[src/rtl/std_gray_count_receiver.sv]
// Purpose: reader end of a Gray-coded counter crossing into this clock domain; decodes it to binary and reports the step delta.
// Latency: SYNC_STAGES edges from i_gray to o_gray, then one more edge to o_count/o_delta/o_changed/o_error.
// Backpressure: none; a new sample is taken every cycle. Optional checker: define STD_GRAY_COUNT_RECEIVER_CHECK_EN.
module std_gray_count_receiver #(
    parameter int                 WIDTH         = 2,
    parameter int                 SYNC_STAGES   = 2,
    parameter logic [WIDTH-1:0]   INITIAL_COUNT = '0
) (
    input  logic             i_clk,
    input  logic             i_rst,
    input  logic             i_clear,
    input  logic [WIDTH-1:0] i_gray,
    output logic [WIDTH-1:0] o_gray,
    output logic [WIDTH-1:0] o_count,
    output logic [WIDTH-1:0] o_delta,
    output logic             o_changed,
    output logic             o_error
);

    // Gray form of the reset count, so the chain and o_count agree after reset
    localparam logic [WIDTH-1:0] INIT_GRAY = INITIAL_COUNT ^ (INITIAL_COUNT >> 1);

    logic [WIDTH-1:0] sync_q [SYNC_STAGES];
    logic [WIDTH-1:0] dec_bin;
    logic [WIDTH-1:0] delta_nxt;
    logic [WIDTH-1:0] count_q;
    logic [WIDTH-1:0] delta_q;
    logic             changed_q;

    // Synchronizer chain: first stage takes the asynchronous input, later stages shift it along
    always_ff @(posedge i_clk) begin
        if (i_rst) begin
            for (int k = 0; k < SYNC_STAGES; k++) begin
                sync_q[k] <= INIT_GRAY;
            end
        end else begin
            sync_q[0] <= i_gray;
            for (int k = 1; k < SYNC_STAGES; k++) begin
                sync_q[k] <= sync_q[k-1];
            end
        end
    end

    assign o_gray = sync_q[SYNC_STAGES-1];

    // Gray to binary: each binary bit is the XOR of all Gray bits at and above it
    always_comb begin
        dec_bin = '0;
        for (int i = 0; i < WIDTH; i++) begin
            dec_bin[i] = ^(o_gray >> i);
        end
    end

    // Modulo-2^WIDTH difference handles wrap-around in both directions
    assign delta_nxt = dec_bin - count_q;

    // Registered count, delta and change pulse; clear realigns without reporting a step
    always_ff @(posedge i_clk) begin
        if (i_rst) begin
            count_q   <= INITIAL_COUNT;
            delta_q   <= '0;
            changed_q <= 1'b0;
        end else if (i_clear) begin
            count_q   <= dec_bin;
            delta_q   <= '0;
            changed_q <= 1'b0;
        end else begin
            count_q   <= dec_bin;
            delta_q   <= delta_nxt;
            changed_q <= (delta_nxt != '0);
        end
    end

    assign o_count   = count_q;
    assign o_delta   = delta_q;
    assign o_changed = changed_q;

`ifdef STD_GRAY_COUNT_RECEIVER_CHECK_EN
    logic [WIDTH-1:0] prev_gray_q;
    logic [WIDTH-1:0] gray_diff;
    logic             multi_bit;
    logic             error_q;

    // More than one bit set in the diff means the remote side skipped a Gray step
    assign gray_diff = o_gray ^ prev_gray_q;
    assign multi_bit = (gray_diff & (gray_diff - WIDTH'(1))) != '0;

    // Previous synchronized sample and the registered error pulse
    always_ff @(posedge i_clk) begin
        if (i_rst) begin
            prev_gray_q <= INIT_GRAY;
            error_q     <= 1'b0;
        end else begin
            prev_gray_q <= o_gray;
            error_q     <= i_clear ? 1'b0 : multi_bit;
        end
    end

    assign o_error = error_q;
`else
    assign o_error = 1'b0;
`endif

endmodule

[config.mk]
export PLATFORM = sky130hd
export DESIGN_NAME = std_gray_count_receiver
export DESIGN_NICKNAME = d
export VERILOG_FILES = /design/src/rtl/std_gray_count_receiver.sv
export SDC_FILE = /design/constraint.sdc
export NUM_CORES = 1
export LEC_CHECK = 0
export CAP_MARGIN = 0
export CORE_AREA = 2 2 39 41
export DETAILED_ROUTE_END_ITERATION = 16
export DIE_AREA = 0 0 41 43
export GPL_ROUTABILITY_DRIVEN = 0
export GPL_TIMING_DRIVEN = 0
export SYNTH_ARGS = -nofsm -noshare
export SYNTH_HDL_FRONTEND = slang
export SYNTH_SLANG_ARGS = --single-unit
[constraint.sdc]
create_clock -name i_clk -period 1 [get_ports i_clk]
set_input_delay 0.2 -clock i_clk [delete_from_list [all_inputs] [get_ports i_clk]]
set_output_delay 0.2 -clock i_clk [all_outputs]
set_load 0.01 [all_outputs]
Word-level counts from Yosys, hierarchy flattened
Memory sizes are Yosys's and may differ from the RTL's.
Index checks and enable logic that the tools add are counted.

word-level totals
  register bits after elaboration = 5
  bits of input ports = 5
  memories kept = 1
  logic and storage cells = 16
  bits in writable memories = 4

memory list
  name    depth  width  read ports  clocked after memory_dff  wr ports  line  source
  sync_q  2      2      2           0                         2         23    logic [WIDTH-1:0] sync_q [SYNC_STAGES];

operators by class
  multiplexer cells = 5
  reductions and logical operators = 4
  bitwise gates (word level) = 2
  $add $sub $neg = 1

operator list
  operator             number
  two-way mux 2 bit    2
  XOR reduction 2 bit  2
  two-way mux 1 bit    3
  OR 1 bit             2
  nonzero test 2 bit   1
  OR reduction 2 bit   1
  subtractor 2 bit     1

Logic depth before layout (Yosys ltp)
Gate-level depths: netlist (run 1).
An unclocked memory read counts as a cell.

  depth after elaboration = 4
  gate-level depth with buffers = 3
  gate-level depth less buffers = 3

Least setup slack after synthesis (run 1)
OpenSTA, ideal clock, no wires.

  kind = flip-flop to flip-flop
  from = reg count_q[0] (netlist: o_count[0])
  to = reg changed_q (netlist: o_changed)
  required time = 0.884 ns
  data arrival time = 0.989 ns
  setup slack = -0.104 ns
  clock period less this slack = 1.104 ns
  stages on the path, launching flop included = 4
  path through = dfxtp_1 xor2_1 or3_1 and3_1

between the ends
  longest elaborated chain between the ends = 2

ends and longest elaborated chain
  item                    line  source
  from (decl)             26    logic [WIDTH-1:0] count_q;
  from (signal assigned)  64    count_q <= dec_bin;
  from (signal assigned)  68    count_q <= dec_bin;
  subtractor 2 bit        55    assign delta_nxt = dec_bin - count_q;
  nonzero test 2 bit      70    changed_q <= (delta_nxt != '0);
  to (signal assigned)    70
  to (decl)               28    logic changed_q;

No other way between the ends.
A chain may end at the register's enable or synchronous reset.

==> impl_metrics.env, run 1 <==
export IMPL_r2r_end="o_changed"
export IMPL_finClkSkew_ns=0.00499
export IMPL_nFillCells=153
export IMPL_met1Wirelength_um=192
export IMPL_clock_sinks=9
export IMPL_synth_yosys_seq_area_share_pct=55.0
export IMPL_synth_top_area_cell="dfxtp_1"
export IMPL_pwr_share_comb_pct=12.9
export IMPL_p_seq_share_pct=50.1
export IMPL_route_detailed_drc=0
export IMPL_insertion_delay_ns=0.26
export IMPL_p_sw_share_pct=22.5
export IMPL_criticalPathCategory="reg2reg"
export IMPL_nNetsFinal=57
export IMPL_post_drt_wl_per_cell_um=8.76
export IMPL_synthTopCellsByCount="9 x dfxtp_1, 6 x nor2b_1, 3 x buf_4"
export IMPL_drt_pass1_iter_count=2
export IMPL_vias=271
export IMPL_min_delay_start="sync_q[0][1]"
export IMPL_die_area_um2=1760
export IMPL_ys_async_sr_fraction_pct=0
export IMPL_ir_worst_vdd_mv=0.565
export IMPL_wl_met3_um=84
export IMPL_r2r_start="sync_q[0][2]"
export IMPL_pre_cts_ws_ns=-0.254
export IMPL_synth_area_top_cells="dfxtp_1 55%, nor2b_1 11%, buf_4 6.9%"
export IMPL_critPathLaunchType="register"
export IMPL_period_minus_slack_ns=1.13
export IMPL_grt_pass1_wl_um=1030
export IMPL_grt_overflow=0
export IMPL_worst_slack_ns=-0.127
export IMPL_hold_violations=0
export IMPL_ys_types=15
export IMPL_maxCapViolCount=0
export IMPL_fmax_mhz=887
export IMPL_required_ns=1.15
export IMPL_final_cells=67
export IMPL_drtAntennaViolNets=0
export IMPL_rows=14
export IMPL_reg2reg_depth=4
export IMPL_cts_root_buf="clkbuf_4"
export IMPL_synthToLayoutAreaGrowth_pct=59.9
export IMPL_cts_htree_levels=1
export IMPL_syn_nets=37
export IMPL_core_area_um2=1380
export IMPL_synth_area_um2=328
export IMPL_switchingPower_w=0.000171
export IMPL_violations="setup timing"
export IMPL_clk_path_buf_depth=2
export IMPL_grt_max_degree=8
export IMPL_hp_class="reg2reg"
export IMPL_multi_input_area_um2=133
export IMPL_status="finished, violations left"
export IMPL_yosys_warnings=0
export IMPL_synthFlopType="dfxtp_1"
export IMPL_pwr_share_clk_pct=37.0
export IMPL_synth_top_area_share_pct=55.0
export IMPL_p_leak_nw=0.247
export IMPL_antenna_found_initial=0
export IMPL_synth_edf_count=0
export IMPL_postLayoutCoreUtil_pct=37.9
export IMPL_cts_buffers=3
export IMPL_grt_pass1_vias=239
export IMPL_die_height_um=43
export IMPL_cts_tree="built"
export IMPL_avgSynthCellArea_um2=10.2
export IMPL_portBuffers=11
export IMPL_diodes=0
export IMPL_synth_most_common_cell="dfxtp_1"
export IMPL_rsz0062_at_grt="true"
export IMPL_start_util_pct=23.7
export IMPL_ios=13
export IMPL_regArea_um2=190
export IMPL_rrSetupSlack_ns=-0.13
export IMPL_p_int_w=0.000589
export IMPL_clk_pin_slew_ns=0.06
export IMPL_ys_ff_latch=9
export IMPL_end_kind="register"
export IMPL_power_density_nw_per_um2=1450
export IMPL_netlist_instances=32
export IMPL_die_x_um=41
export IMPL_arrival_ns=1.28
export IMPL_track_usage_pct=9.38
export IMPL_hold_path_endpoint="sync_q[0][3]"
export IMPL_finalSetupViolCount=4
export IMPL_highest_layer="met4"
export IMPL_path_max_fanout=3
export IMPL_drt_wl_total_um=587
export IMPL_period_share_pct=113
export IMPL_hold_ws_ns=0.434
export IMPL_min_path_cells=1
export IMPL_via_per_inst=4.04
export IMPL_drt_iter0_markers=4
export IMPL_drive_gt1_share_pct=43.1
export IMPL_maxSlewViolCount=0
export IMPL_routed_wl_met2_um=293
export IMPL_dp_cells=59
export IMPL_holdBufCountCts=0
==> routing by layer <==
metal	vias to the layer above	track usage (%)
met5	-	0
met4	0	8.00
met3	2	5.24
met2	13	13.4
met1	119	9.15
li1	137	-
==> power groups by stage <==
stage                     Combinational, W  Clock, W  Sequential [W]
after floorplan                  0.0000396         0        0.000395
after global placement           0.0000870         0        0.000392
after detailed placement         0.0000886         0        0.000392
after CTS                         0.000102  0.000300        0.000380
after global routing              0.000109  0.000318        0.000382
final                            0.0000984  0.000281        0.000381
==> cells in the final DEF, fill, tap and decap left out, drive strengths merged <==
cell type	synthesis	layout
and2	1	1
and2b	1	1
and3	1	1
and3b	1	1
buf	3	13
clkbuf	0	5
clkdlybuf4s50	0	4
conb	1	1
dfxtp	9	9
nand3	1	1
nor2	2	2
nor2b	6	6
nor3	1	1
o21ai	1	1
or3	1	1
xnor2	2	2
xor2	1	1
==> per-stage QoR <==
step           instance area [um2]  setup TNS (ns)  power, W
6_report                       524          -0.262  0.000760
4_1_cts                        542          -0.496  0.000782
3_3_place_gp                   462           -1.23  0.000479
5_1_grt                        524          -0.497  0.000810
3_5_place_dp                   462           -1.37  0.000480
2_1_floorplan                  332         -0.0636  0.000435
==> sequential cells by signal (all words and copies together) (netlist names) <==
register / flops
o_changed: 1
sync_q: 4
o_count: 2
o_delta: 2
==> critical path, cell delays in order, from the launching register on <==
cell and delay (ns):
dfxtp_2 0.32, buf_6 0.12, xor2_2 0.14, or3_1 0.29
and3_1 0.16
==> timing repair <==
| action | in CTS | in global routing |
|---|---|---|
| endpoints found under the setup margin | 8 | 9 |
| setup buffers | 4 | 0 |
| resized for setup | 31 | 7 |
| pin swaps | 1 | 1 |
==> logic make-up after synthesis <==
kind of cell,Yosys count,synth area share [%]
flops,9,55.0
other cells,1,1.14
simple gates,15,27.5
buf+inv,3,6.87
compound gates,1,1.53
xor+xnor,3,8.02
==> area by class of cell <==
type / instances / share of cell area [%]
clock buffer: 4 / 5.01
sequential: 9 / 36.3
tap: 16 / 3.82
timing repair buffer: 15 / 23.9
multi-input combinational: 20 / 25.3
buffer: 3 / 5.73
==> worst max path at each step <==
stage | start | endpoint | slack [ns] | depth (start not counted)
6_report | sync_q[0][2] | o_changed | -0.13 | 4
3_5_place_dp | sync_q[0][3] | o_gray[1] | -0.25 | 2
5_1_grt | sync_q[0][2] | o_changed | -0.17 | 4
3_3_place_gp | sync_q[0][3] | o_gray[1] | -0.25 | 2
4_1_cts | sync_q[0][2] | o_changed | -0.14 | 4
2_1_floorplan | o_count[0] | o_changed | -0.06 | 3
Power figures use the tool's default switching activity.
==> run 2: changes to the inputs <==
Settings changed: SLEW_MARGIN from default to 20.
==> results of run 2 <==
Same layout as run 1: the final DEF is identical, and so are final timing and power.
